**config.mk**
```make
export PLATFORM = sky130hd
export DESIGN_NAME = piso_shift_reg_sync_reset_ce_flat
export DESIGN_NICKNAME = d
export VERILOG_FILES = /design/src/rtl/piso_pkg.sv /design/src/rtl/piso_shift_reg_sync_reset_ce_if.sv /design/src/rtl/piso_bit_counter.sv /design/src/rtl/piso_shift_reg_sync_reset_ce.sv /design/src/flat_wrapper.sv
export SDC_FILE = /design/constraint.sdc
export NUM_CORES = 1
export LEC_CHECK = 0
export CORE_MARGIN = 3
export CORE_UTILIZATION = 23
export DETAILED_ROUTE_END_ITERATION = 12
export GPL_ROUTABILITY_DRIVEN = 0
export HOLD_SLACK_MARGIN = 0.06
export PLACE_DENSITY_LB_ADDON = 0.12
export REMOVE_ABC_BUFFERS = 1
export SYNTH_ARGS = -nofsm -noshare
export SYNTH_HDL_FRONTEND = slang
export SYNTH_SLANG_ARGS = --single-unit
```
**constraint.sdc**
```tcl
create_clock -name clk -period 2.2 [get_ports clk]
set_clock_uncertainty 0.1 [all_clocks]
set_input_delay 0.33 -clock clk [delete_from_list [all_inputs] [get_ports clk]]
set_output_delay 0.33 -clock clk [all_outputs]
set_load 0.1 [all_outputs]
```
**src/rtl/piso_pkg.sv**
```systemverilog
// Shared types and helpers for the parallel-in serial-out shifter.
package piso_pkg;

    typedef enum logic {
        IDLE  = 1'b0,
        SHIFT = 1'b1
    } piso_state_t;

    // Width of the remaining-bits counter for a given word length.
    function automatic int unsigned cnt_w(input int unsigned width);
        return $clog2(width);
    endfunction

endpackage

```
**src/rtl/piso_shift_reg_sync_reset_ce_if.sv**
```systemverilog
// Word-load handshake and serial output bundle.
interface piso_shift_reg_sync_reset_ce_if #(
    parameter int unsigned WIDTH = 4
);
    logic [WIDTH-1:0] D;
    logic             load;
    logic             ready;
    logic             sout;
    logic             sout_valid;
    logic             done;

    modport master (
        output D, load,
        input  ready, sout, sout_valid, done
    );

    modport slave (
        input  D, load,
        output ready, sout, sout_valid, done
    );
endinterface

```
**src/rtl/piso_bit_counter.sv**
```systemverilog
// Loadable down-counter of bits still to be shifted; stops at zero.
module piso_bit_counter
    import piso_pkg::*;
#(
    parameter  int unsigned WIDTH = 4,
    localparam int unsigned CNT_W = cnt_w(WIDTH)
) (
    input  logic             clk,
    input  logic             rst,
    input  logic             ce,
    input  logic             load,
    input  logic [CNT_W-1:0] load_val,
    input  logic             dec,
    output logic [CNT_W-1:0] count,
    output logic             zero_c
);

    logic [CNT_W-1:0] cnt_q;
    logic [CNT_W-1:0] cnt_d;

    // Next count: load wins over decrement; never decrement below zero.
    always_comb begin
        cnt_d = cnt_q;
        if (ce) begin
            if (load) begin
                cnt_d = load_val;
            end else if (dec && (cnt_q != '0)) begin
                cnt_d = cnt_q - CNT_W'(1);
            end
        end
    end

    // Count register with synchronous reset.
    always_ff @(posedge clk) begin
        if (rst) begin
            cnt_q <= '0;
        end else begin
            cnt_q <= cnt_d;
        end
    end

    assign count  = cnt_q;
    assign zero_c = (cnt_q == '0);

endmodule

```
**src/rtl/piso_shift_reg_sync_reset_ce.sv**
```systemverilog
// Parallel-in serial-out shifter with clock enable, sync reset and gapless reloads.
module piso_shift_reg_sync_reset_ce
    import piso_pkg::*;
#(
    parameter  int unsigned WIDTH     = 4,
    parameter  bit          MSB_FIRST = 1'b1,
    localparam int unsigned CNT_W     = cnt_w(WIDTH)
) (
    input  logic clk,
    input  logic R,
    input  logic CE,
    piso_shift_reg_sync_reset_ce_if.slave bus
);

    piso_state_t      state_q, state_d;
    logic [WIDTH-1:0] sr_q, sr_d;
    logic             sout_q, sout_d;
    logic             sout_valid_q, sout_valid_d;
    logic             done_q, done_d;

    logic             cnt_load;
    logic             cnt_dec;
    logic [CNT_W-1:0] cnt;
    logic             cnt_zero;
    logic             ready_c;

    logic             first_bit_c;
    logic [WIDTH-1:0] sr_load_c;
    logic             next_bit_c;
    logic [WIDTH-1:0] sr_shift_c;

    // Bit order: the register shifts toward the end that is emitted next.
    always_comb begin
        if (MSB_FIRST) begin
            first_bit_c = bus.D[WIDTH-1];
            sr_load_c   = bus.D << 1;
            next_bit_c  = sr_q[WIDTH-1];
            sr_shift_c  = sr_q << 1;
        end else begin
            first_bit_c = bus.D[0];
            sr_load_c   = bus.D >> 1;
            next_bit_c  = sr_q[0];
            sr_shift_c  = sr_q >> 1;
        end
    end

    assign ready_c = (state_q == IDLE) || ((state_q == SHIFT) && cnt_zero);

    // Next-state and output decode; everything holds while CE is low.
    always_comb begin
        state_d      = state_q;
        sr_d         = sr_q;
        sout_d       = sout_q;
        sout_valid_d = sout_valid_q;
        done_d       = done_q;
        cnt_load     = 1'b0;
        cnt_dec      = 1'b0;

        if (CE) begin
            if (ready_c && bus.load) begin
                state_d      = SHIFT;
                sr_d         = sr_load_c;
                sout_d       = first_bit_c;
                sout_valid_d = 1'b1;
                done_d       = (WIDTH == 1);
                cnt_load     = 1'b1;
            end else if (state_q == SHIFT) begin
                if (cnt_zero) begin
                    state_d      = IDLE;
                    sout_d       = 1'b0;
                    sout_valid_d = 1'b0;
                    done_d       = 1'b0;
                end else begin
                    sr_d    = sr_shift_c;
                    sout_d  = next_bit_c;
                    done_d  = (cnt == CNT_W'(1));
                    cnt_dec = 1'b1;
                end
            end
        end
    end

    // State and output registers; reset overrides CE.
    always_ff @(posedge clk) begin
        if (R) begin
            state_q      <= IDLE;
            sr_q         <= '0;
            sout_q       <= 1'b0;
            sout_valid_q <= 1'b0;
            done_q       <= 1'b0;
        end else begin
            state_q      <= state_d;
            sr_q         <= sr_d;
            sout_q       <= sout_d;
            sout_valid_q <= sout_valid_d;
            done_q       <= done_d;
        end
    end

    piso_bit_counter #(
        .WIDTH (WIDTH)
    ) u_bit_counter (
        .clk      (clk),
        .rst      (R),
        .ce       (CE),
        .load     (cnt_load),
        .load_val (CNT_W'(WIDTH - 1)),
        .dec      (cnt_dec),
        .count    (cnt),
        .zero_c   (cnt_zero)
    );

    assign bus.ready      = ready_c;
    assign bus.sout       = sout_q;
    assign bus.sout_valid = sout_valid_q;
    assign bus.done       = done_q;

endmodule

```
**src/flat_wrapper.sv**
```systemverilog
// flat-port wrapper written by rule: the top's interface ports become plain ports
module piso_shift_reg_sync_reset_ce_flat import piso_pkg::*;
#(
    parameter  int unsigned WIDTH     = 4,
    parameter  bit          MSB_FIRST = 1'b1,
    localparam int unsigned CNT_W     = cnt_w(WIDTH)
)
  (clk, R, CE, bus_D, bus_load, bus_ready, bus_sout, bus_sout_valid, bus_done);
  piso_shift_reg_sync_reset_ce_if #(.WIDTH(WIDTH)) bus_i ();
  input  logic clk;
  input  logic R;
  input  logic CE;
  input wire logic [$bits(bus_i.D)-1:0] bus_D;
  input wire logic [$bits(bus_i.load)-1:0] bus_load;
  output wire logic [$bits(bus_i.ready)-1:0] bus_ready;
  output wire logic [$bits(bus_i.sout)-1:0] bus_sout;
  output wire logic [$bits(bus_i.sout_valid)-1:0] bus_sout_valid;
  output wire logic [$bits(bus_i.done)-1:0] bus_done;
  assign bus_i.D = bus_D;
  assign bus_i.load = bus_load;
  assign bus_ready = bus_i.ready;
  assign bus_sout = bus_i.sout;
  assign bus_sout_valid = bus_i.sout_valid;
  assign bus_done = bus_i.done;
  piso_shift_reg_sync_reset_ce #(.WIDTH(WIDTH), .MSB_FIRST(MSB_FIRST)) u_core (.clk(clk), .R(R), .CE(CE), .bus(bus_i));
endmodule
```
; ---- Yosys cells after proc, flatten, opt, wreduce, memory -nomap -nowiden
; Index checks and enable logic that the tools add are counted.
[classes]
add_sub_neg = 1
n_eq_ne = 2
n_mux = 21
n_bitwise = 1
reduce_logical = 13
[op_table]
columns = cell, count
row1 = 2-to-1 mux 1 bit, 16
row2 = 2-to-1 mux 4 bit, 3
row3 = nonzero test 2 bit, 4
row4 = AND reduction 3 bit, 2
row5 = 2-to-1 mux 2 bit, 2
row6 = AND reduction 2 bit, 2
row7 = logical AND 1 bit, 3
row8 = equality test 2 x 1 -> 1 bit (second input constant), 1
row9 = logical NOT 2 bit, 1
row10 = inequality test 2 bit (second input constant), 1
row11 = subtractor 2 x 1 -> 2 bit (second input constant), 1
row12 = logical OR 1 bit, 1
row13 = NOT 1 bit, 1
[word_totals]
ff_bits = 10
inputBits = 8
out_inout_bits = 4

; ---- Logic depth before layout (Yosys ltp)
; Gate-level depths: netlist of the first run.
[logic_depth]
word_depth = 9
mapped_depth = 6

; ---- Modules after synthesis
; From an unflattened synthesis of the first run, not the netlist that was laid out.
[unflattened]
cells_unflattened = 59
area_unflattened_um2 = 513.0
[by_module_without_submodules]
columns = mod, instances, cells_per_inst, area_each_um2, seq_area_each_um2
row1 = piso_shift_reg_sync_reset_ce, 1, 42, 366.6, 140.1
row2 = piso_bit_counter, 1, 17, 146.4, 40.0

; ---- Least setup slack after synthesis of the first run
; Ideal clock, no wire load.
[synth_timing]
kind = reg-to-reg
from = register u_core.bus.sout_valid (netlist name)
to = register u_core.sout_valid_q (netlist: u_core.bus.sout_valid)
arrival_ps = 1363
required_time_ps = 2014
slack_ps = 651
stages_incl_launch_ff = 3
path_buffers = 0
synth_period_minus_slack_ps = 1549
cell_sequence = dfxtp_1 o22ai_1 a211oi_1
[synth_rtl]
columns = element, line
row1 = to (signal assigned), piso_shift_reg_sync_reset_ce.sv:95  ; sout_valid_q <= sout_valid_d;
row2 = to (decl), piso_shift_reg_sync_reset_ce.sv:18  ; logic sout_valid_q, sout_valid_d;

; ---- Worst setup path after layout of the first run
[layout_timing]
from = register u_core.u_bit_counter.cnt_q[0] (netlist: u_core.u_bit_counter.count[0])
to = output bus_ready
[layout_between]
elab_chain_len = 3
[layout_rtl]
columns = element, line
row1 = from (decl), piso_bit_counter.sv:18  ; logic [CNT_W-1:0] cnt_q;
row2 = from (signal assigned), piso_bit_counter.sv:38  ; cnt_q <= cnt_d;
row3 = logical NOT 2 bit, piso_bit_counter.sv:43  ; assign zero_c = (cnt_q == '0);
row4 = logical AND 1 bit, piso_shift_reg_sync_reset_ce.sv:47  ; assign ready_c = (state_q == IDLE) || ((state_q == SHIFT) && cnt_zero);
row5 = logical OR 1 bit, piso_shift_reg_sync_reset_ce.sv:47
row6 = to (decl), flat_wrapper.sv:15  ; output wire logic [$bits(bus_i.ready)-1:0] bus_ready;
; Every way passes these cells.

==> results.md, run 1 <==
- Summed over all layers, the routed wires come to roughly 1000 um.
- The first routing iteration left 3 violations.
- Dividing the detail-routed via count by the number of cells gives 4.89.
- The largest incremental delay on the critical path is 380 ps.
- The setup fix buffers added after clock tree synthesis is 0.
- The via count of the first global-routing pass is 374.
- The area of the placeable core is 1840 um^2.
- At the end of the flow, the number of nets in the layout was between 70 and 80.
- The floorplan step defined a die boundary enclosing 2640 um^2.
- The relative max-transition margin is 0.694.
- The post-synthesis cell count is 54.
- Max-cap violations in this run came to 0.
- Once detail routing completed, the nets flagged for antenna violations numbered 0.
- The root buffer cell is sky130_fd_sc_hd__clkbuf_4.
- In this run, distinct cell masters in the synthesized netlist total 27.
- The number of fillers in the final layout is 204.
- TritonCTS built the clock tree.
- The clock sink count is 9.
- The library cell contributing the largest single delay on the critical path is sky130_fd_sc_hd__dfxtp_1.
- Port buffering added 11 buffers.
- The routed via count is 445.
- The number of buffer and inverter stages on the critical path is 3.
- The number of resized instances in the post-cts repair step is 0.
- Along the worst path, the maximum fanout reaches 6.
- The first global-routing pass estimated 1640 um of wire.
- The maximum clock path buffer count is 2.
- The worst path arrival time is 1490 ps.
- The height of the die is between 50 and 60 um.
- The mapped netlist covers 473 um^2.
- For this run, the top clock speed supported by timing is 0.522 GHz.
- The startpoint-to-endpoint class of the critical path is reg -> out.
- For the pin with the worst max-slew slack, the measured transition is 458 ps.
- The count of yosys warnings during synthesis is 0.
- In the routed design, unresolved DRC markers number 0.
- VDD sags by at most 0.000186 V.
- The area overhead of the layout relative to synthesis is 32.5%.
- The antenna cell count is 0.
- Clock latency on the worst-skew pair, taken at its later pin, is 260 ps.
- The share of the synthesized area in the top cell type is 0.381.
- For this run, the register share of the synthesized area comes to 0.381.
- After floorplanning, the core was divided into 15 placement rows.
- In this run the power density over the cells is 665 nW/um^2.
- The required time reported for the critical path endpoint is 1770 ps.
- Hold timing on the final database bottoms out at a slack of 371 ps.
- Setup violations remaining at the end of the flow were counted as 0.
- After layout, the minimum clock period comes to roughly 1900 ps.
- The number of hold violations in the final report came to 0.
- The number of H-tree branching levels is 1.
- The leakage power of the design is 0.229 nW.
- Setup repair after global routing left no endpoint under its margin.
- The detailed-route wire length per cell is between 10 and 15 um.
- The flow ran to the end, and the final reports show no timing, DRC or antenna violations.
- The most area-hungry cell type in the Yosys netlist is sky130_fd_sc_hd__dfxtp_1.
- The area used by multi-input combinational logic is 263 um^2.
- The sequential cell area in the final layout is between 150 and 200 um^2.
- Yosys attributes the largest share of cell area to sky130_fd_sc_hd__dfxtp_1 (38%), sky130_fd_sc_hd__a2111oi_2 (6.3%), sky130_fd_sc_hd__nand3b_1 (6.3%).
- The initial utilization of the core area, before any placement, comes to 0.257.
- Pin placement for this block handled 12 I/O pins.
- The detailed-routing iteration count for the pre-antenna-repair pass is 4.
- The ratio of final minimum period to clock period is 0.871.
- The critical path goes through inv_1 > ha_1 > and2b_4 > inv_4 > buf_12.
- The setup total negative slack is 0 ps.
- The overflow left after global routing is 0.
- The type of element capturing the critical path is a primary output.
- The number of hold buffers added after CTS was 0.
- STA classifies the critical path startpoint as a flip-flop.
- The number of buffers added by the clock tree synthesis step is 3.
- For this run, the total global-route usage over all layers was measured as 0.0903.
- After clock tree synthesis, the clock-pin slew on the worst setup and hold paths is around 60 ps.
- Entering global routing, the biggest net connects 15 pins.
- The average instance in the mapped netlist occupies 8.76 um^2.
- The path category of the worst min-delay check is reg -> reg.
- The number of antenna violations at the first check in global routing is 0.
- Grouping stages by cell kind, the critical path spends the most delay in flip-flops.
- In the final layout, the share of cells above drive strength 1 is 0.182.
- The number of max-slew violations in the final report was 0.
- Measured along the x axis, the die boundary spans 51.3 um.
- The post-synthesis sequential element count is 9.
[final cells by class]
cell class | count | area share
clock buffer | 4 | 0.0419
inverter | 3 | 0.0220
multi-input combinational | 39 | 0.419
sequential | 9 | 0.287
tap | 25 | 0.0499
timing repair buffer | 11 | 0.180
[cell usage in the layout, fill, tap and decap left out, types with 2 or more instances in the layout]
cell type	synthesis	layout
sky130_fd_sc_hd__nand2_1	4	4
sky130_fd_sc_hd__a21oi_1	4	4
sky130_fd_sc_hd__buf_4	1	3
sky130_fd_sc_hd__nand3b_1	4	4
sky130_fd_sc_hd__ha_1	2	2
sky130_fd_sc_hd__inv_1	2	2
sky130_fd_sc_hd__a2111oi_2	2	2
sky130_fd_sc_hd__nand2b_1	2	2
sky130_fd_sc_hd__dfxtp_1	9	9
sky130_fd_sc_hd__clkdlybuf4s50_1	0	7
sky130_fd_sc_hd__nand4_1	2	2
sky130_fd_sc_hd__clkbuf_4	0	3
sky130_fd_sc_hd__o22ai_1	2	2
sky130_fd_sc_hd__nor2_1	5	5
[path summary, 6_finish.rpt]
path | depth (start not counted) | to | slack (ps) | start
hold / removal | 2 | u_core.bus.done | 370 | u_core.bus.done
setup / recovery | 5 | bus_ready | 280 | u_core.u_bit_counter.count[0]
hold reg to reg | 2 | u_core.bus.done | 370 | u_core.bus.done
setup reg to reg | 5 | u_core.sr_q[2] | 660 | u_core.u_bit_counter.count[0]
[cell families (layout without fill, tap and decap cells)]
family,count (synthesis),in the layout,synth area share
buffers and inverters,6,18,0.0635
flip-flops,9,9,0.381
AND/OR/NAND/NOR,20,20,0.233
AO/OA/AOI/OAI,17,17,0.270
adder cells (fa/ha/maj),2,2,0.0529
[flip-flops by register name, indices dropped and copies added (netlist names)]
| register | count |
|---|---|
| u_core.u_bit_counter.count | 2 |
| u_core.bus.done | 1 |
| u_core.bus.sout_valid | 1 |
| u_core.sr_q | 3 |
| u_core.bus.sout | 1 |
| u_core.state_q | 1 |
[metal layers]
| layer | track usage | routed length, um |
|---|---|---|
| met1 | 0.114 | 493 |
| met2 | 0.112 | 374 |
| met3 | 0.0321 | 95 |
| met4 | 0.0917 | 44 |
| met5 | 0 | 0 |
[worst register-to-register path, cell delays in order (launching register included)]
cell and delay [ps]:
sky130_fd_sc_hd__dfxtp_1 380, sky130_fd_sc_hd__inv_1 60, sky130_fd_sc_hd__ha_1 260, sky130_fd_sc_hd__and2b_4 310
sky130_fd_sc_hd__inv_4 60, sky130_fd_sc_hd__a2111oi_2 280
[synthesized netlist by cell type, drive strengths merged]
cell type	n
dfxtp	9
nor2	5
a21oi	4
nand2	4
nand3b	4
buf	3
inv	3
a2111oi	2
ha	2
nand2b	2
nand4	2
o21ai	2
o22ai	2
a211oi	1
a2bb2oi	1
a311oi	1
a31o	1
a31oi	1
and2b	1
nand3	1
nor2b	1
o21a	1
o31ai	1
[stage by stage]
| step | utilization | area [um^2] | power [mW] | setup slack (ps) | cells |
|---|---|---|---|---|---|
| after floorplan | - | 457 | 0.254 | 651 | 51 |
| final | 0.341 | 627 | 0.417 | 284 | 91 |
| after global placement | 0.327 | 601 | 0.294 | 384 | 87 |
| after global routing | 0.341 | 627 | 0.444 | 198 | 91 |
| after detailed placement | 0.327 | 601 | 0.291 | 370 | 87 |
| after CTS | 0.341 | 627 | 0.428 | 261 | 91 |
[report_power, final]
part           switching, mW  internal, mW
Sequential           0.00897         0.174
Clock                 0.0598        0.0700
Combinational         0.0623        0.0416
Total                  0.131         0.286
Power figures use the tool's default switching activity.
==> run 2, diff against run 1 <==
- CTS_BUF_LIST: default -> sky130_fd_sc_hd__clkbuf_16
==> results.md, run 2 (synthesis results as in run 1) <==
- The run finished with clean final reports.
- Of the available clock period, the critical path in the final layout requires 0.851.
- The critical path crosses 5 cells after its start point.
- The number of hold violations in the final report is 0.
- In the global route stage, met3 resource usage came out at 0.0408.
- The clock net in this run drives a total of 9 sinks.
- At the placement stage, the worst setup path has a slack of 370 ps.
- The tool flagged a number of max-cap violations equal to 0.
- The quantity of I/O buffers inserted on ports is 11.
- The number of endpoints failing setup at the final stage is 0.
- The top cell types in the final layout, fill and taps aside, are sky130_fd_sc_hd__dfxtp_1 (9), sky130_fd_sc_hd__clkdlybuf4s50_1 (7), sky130_fd_sc_hd__nor2_1 (5).
- After clock tree synthesis, the clock-pin slew on the worst setup and hold paths is 40 ps.
- Entering global routing, the biggest net connects 15 pins.
- Summing all flip-flop and latch instances after layout gives 180 um^2.
- met1 is the most crowded layer.
- The number of resized instances in the post-cts repair step is 0.
- Setup repair after global routing left no endpoint under its margin.
- The register with the most flip-flops in the layout has 3 of them.
- The clock passes through at most 2 buffers.
- Using the TritonRoute via totals, the vias-per-cell ratio works out to 4.73.
- For the worst flop-to-flop path, the logic depth is 5.
- Before antenna repair, the detailed router went through 4 iterations.
- The overflow left after global routing is 0.
- The number of core rows is 15.
- The worst register-to-register path begins at u_core.u_bit_counter.count[0].
- STA classifies the critical path endpoint as a primary output.
- The worst path in the final design needs a cycle of 1870 ps, including I/O delays and setup.
- The count of antenna-violating nets left after detailed routing is 0.
- For this design the top-level I/O count stands at 12.
- The core utilization of the finished layout is 0.369.
- The area of the placeable core is 1840 um^2.
- Leaving out fill and tap cells, the most frequent cell in the layout is sky130_fd_sc_hd__dfxtp_1.
- The fraction of layout cells with a size suffix above 1 is 0.182.
- The startpoint-to-endpoint class of the critical path is reg -> out.
- The setup fix buffers added after clock tree synthesis is 0.
- In the global route stage, overall resource usage came out at 0.0920.
- The path category of the worst min-delay check is reg -> reg.
- Walking the worst path, the cells encountered are inv_1 > ha_1 > and2b_4 > inv_4 > buf_12.
- The detailed-route wire length per cell is 11.3 um.
- The power density normalized to cell area is 890 nW/um^2.
- The worst-case IR drop observed on VDD is 0.000283 V.
- In this run the worst setup path terminates at bus_ready.
- The number of fillers in the final layout is 199.
- The number of remaining DRC errors is 0.
- The total wire length after detailed routing is 1030 um.
- CTS placed an instance of sky130_fd_sc_hd__clkbuf_16 at the clock tree root.
- The number of max-slew violations in the final report came to 0.
- The antenna cell count is 0.
- For the worst-skew pair, the clock arrives at the later sink with an insertion delay of 230 ps.
- The area overhead of the layout relative to synthesis is 43.7%.
- The met1 routing resource usage after global routing is 0.117.
- The worst register-to-register path ends at u_core.sr_q[2].
- The largest incremental delay on the critical path is approximately 370 ps.
- The worst path arrival time is 1440 ps.
- The number of H-tree branching levels is 1.
- The worst hold slack is 368 ps.
- The die footprint is around 2600 um^2.
- Setup total negative slack on the finished layout was measured at 0 ps.
- The TritonCTS clock tree is done.
- The library cell contributing the largest single delay on the critical path is sky130_fd_sc_hd__dfxtp_1.
- The height of the die is 51.3 um.
- The kind of cell with the highest combined delay along the critical path is flip-flops.
- The number of antenna violations at the first check in global routing is 0.
- The number of buffer and inverter stages on the critical path is 3.
- The via count of the first global-routing pass is 375.
- For flop-to-flop paths, the worst setup slack is between 600 and 700 ps.
- STA classifies the critical path startpoint as a flip-flop.
- The highest clock frequency the design can meet is ~0.53 GHz.
- Along the worst path, the maximum fanout reaches 6.
- The worst path meets setup with ~330 ps of slack.
- The critical path starts at u_core.u_bit_counter.count[0].
- The routing usage on met2 is 0.114.
- The multi-input combinational cells in the finished layout cover a total of 263 um^2.
- At the end of the flow, the number of nets in the layout was 77.
- The required time reported for the critical path endpoint is 1770 ps.
- The leakage power of the design is 0.256 nW.
- The die is 51.3 um wide.
- After the first detailed-routing iteration, the DRC count stood at 2.
- For the pin with the worst max-slew slack, the measured transition is roughly 460 ps.
- In this run the tightest slew margin relative to its limit is 0.690.
- The routed via count is 430.
- The number of buffers added by the clock tree synthesis step is 3.
- Hold repair after CTS inserted 0 buffers.
- For this configuration, the core starts out at a cell density of 0.257.
- The first-pass GRT wire length is roughly 1700 um.
- Ranked by flip-flop count, first place goes to u_core.sr_q.
## run 2: cell count changes in the layout (fill, tap and decap cells not counted)
cell / change
sky130_fd_sc_hd__clkbuf_16: +3
sky130_fd_sc_hd__clkbuf_4: -3
sky130_fd_sc_hd__clkbuf_1: -1
sky130_fd_sc_hd__inv_1: +1
## run 2: per-layer routing
layer | share of wire | vias up
li1 | - | 222
met1 | 0.52 | 192
met2 | 0.39 | 14
met3 | 0.083 | 2
met4 | 0.0068 | 0
met5 | 0 | -
## run 2: stage by stage
stage | total power, mW | std cells | instance area (um^2)
after global placement | 0.294 | 87 | 601
after global routing | 0.633 | 91 | 679
after floorplan | 0.254 | 51 | 457
after CTS | 0.614 | 91 | 679
after detailed placement | 0.291 | 87 | 601
final | 0.605 | 91 | 679
## run 2: worst min-delay path by stage
stage | cells after the start | slack [ps] | start | endpoint
after floorplan | 1 | 300 | R | u_core.bus.done
after global placement | 2 | 360 | u_core.bus.done | u_core.bus.done
after detailed placement | 2 | 360 | u_core.bus.done | u_core.bus.done
after CTS | 2 | 370 | u_core.bus.done | u_core.bus.done
after global routing | 2 | 380 | u_core.bus.done | u_core.bus.done
final | 2 | 370 | u_core.bus.done | u_core.bus.done
## run 2: power by group
part	internal, mW	leakage (nW)	switching (mW)
logic	0.0416	0.140	0.0623
clock network	0.237	0.0423	0.0791
registers	0.175	0.0741	0.00918
## run 2: area by class of cell
| cell class | count | area share |
|---|---|---|
| clock buffer | 3 | 0.110 |
| clock inverter | 1 | 0.00552 |
| inverter | 3 | 0.0203 |
| multi-input combinational | 39 | 0.387 |
| sequential | 9 | 0.265 |
| tap | 25 | 0.0460 |
| timing repair buffer | 11 | 0.166 |
## run 2: tightest hold or removal path: stages (launching register included)
cell and delay (ps):
sky130_fd_sc_hd__dfxtp_1 300, sky130_fd_sc_hd__nand2b_1 60, sky130_fd_sc_hd__a21oi_1 50
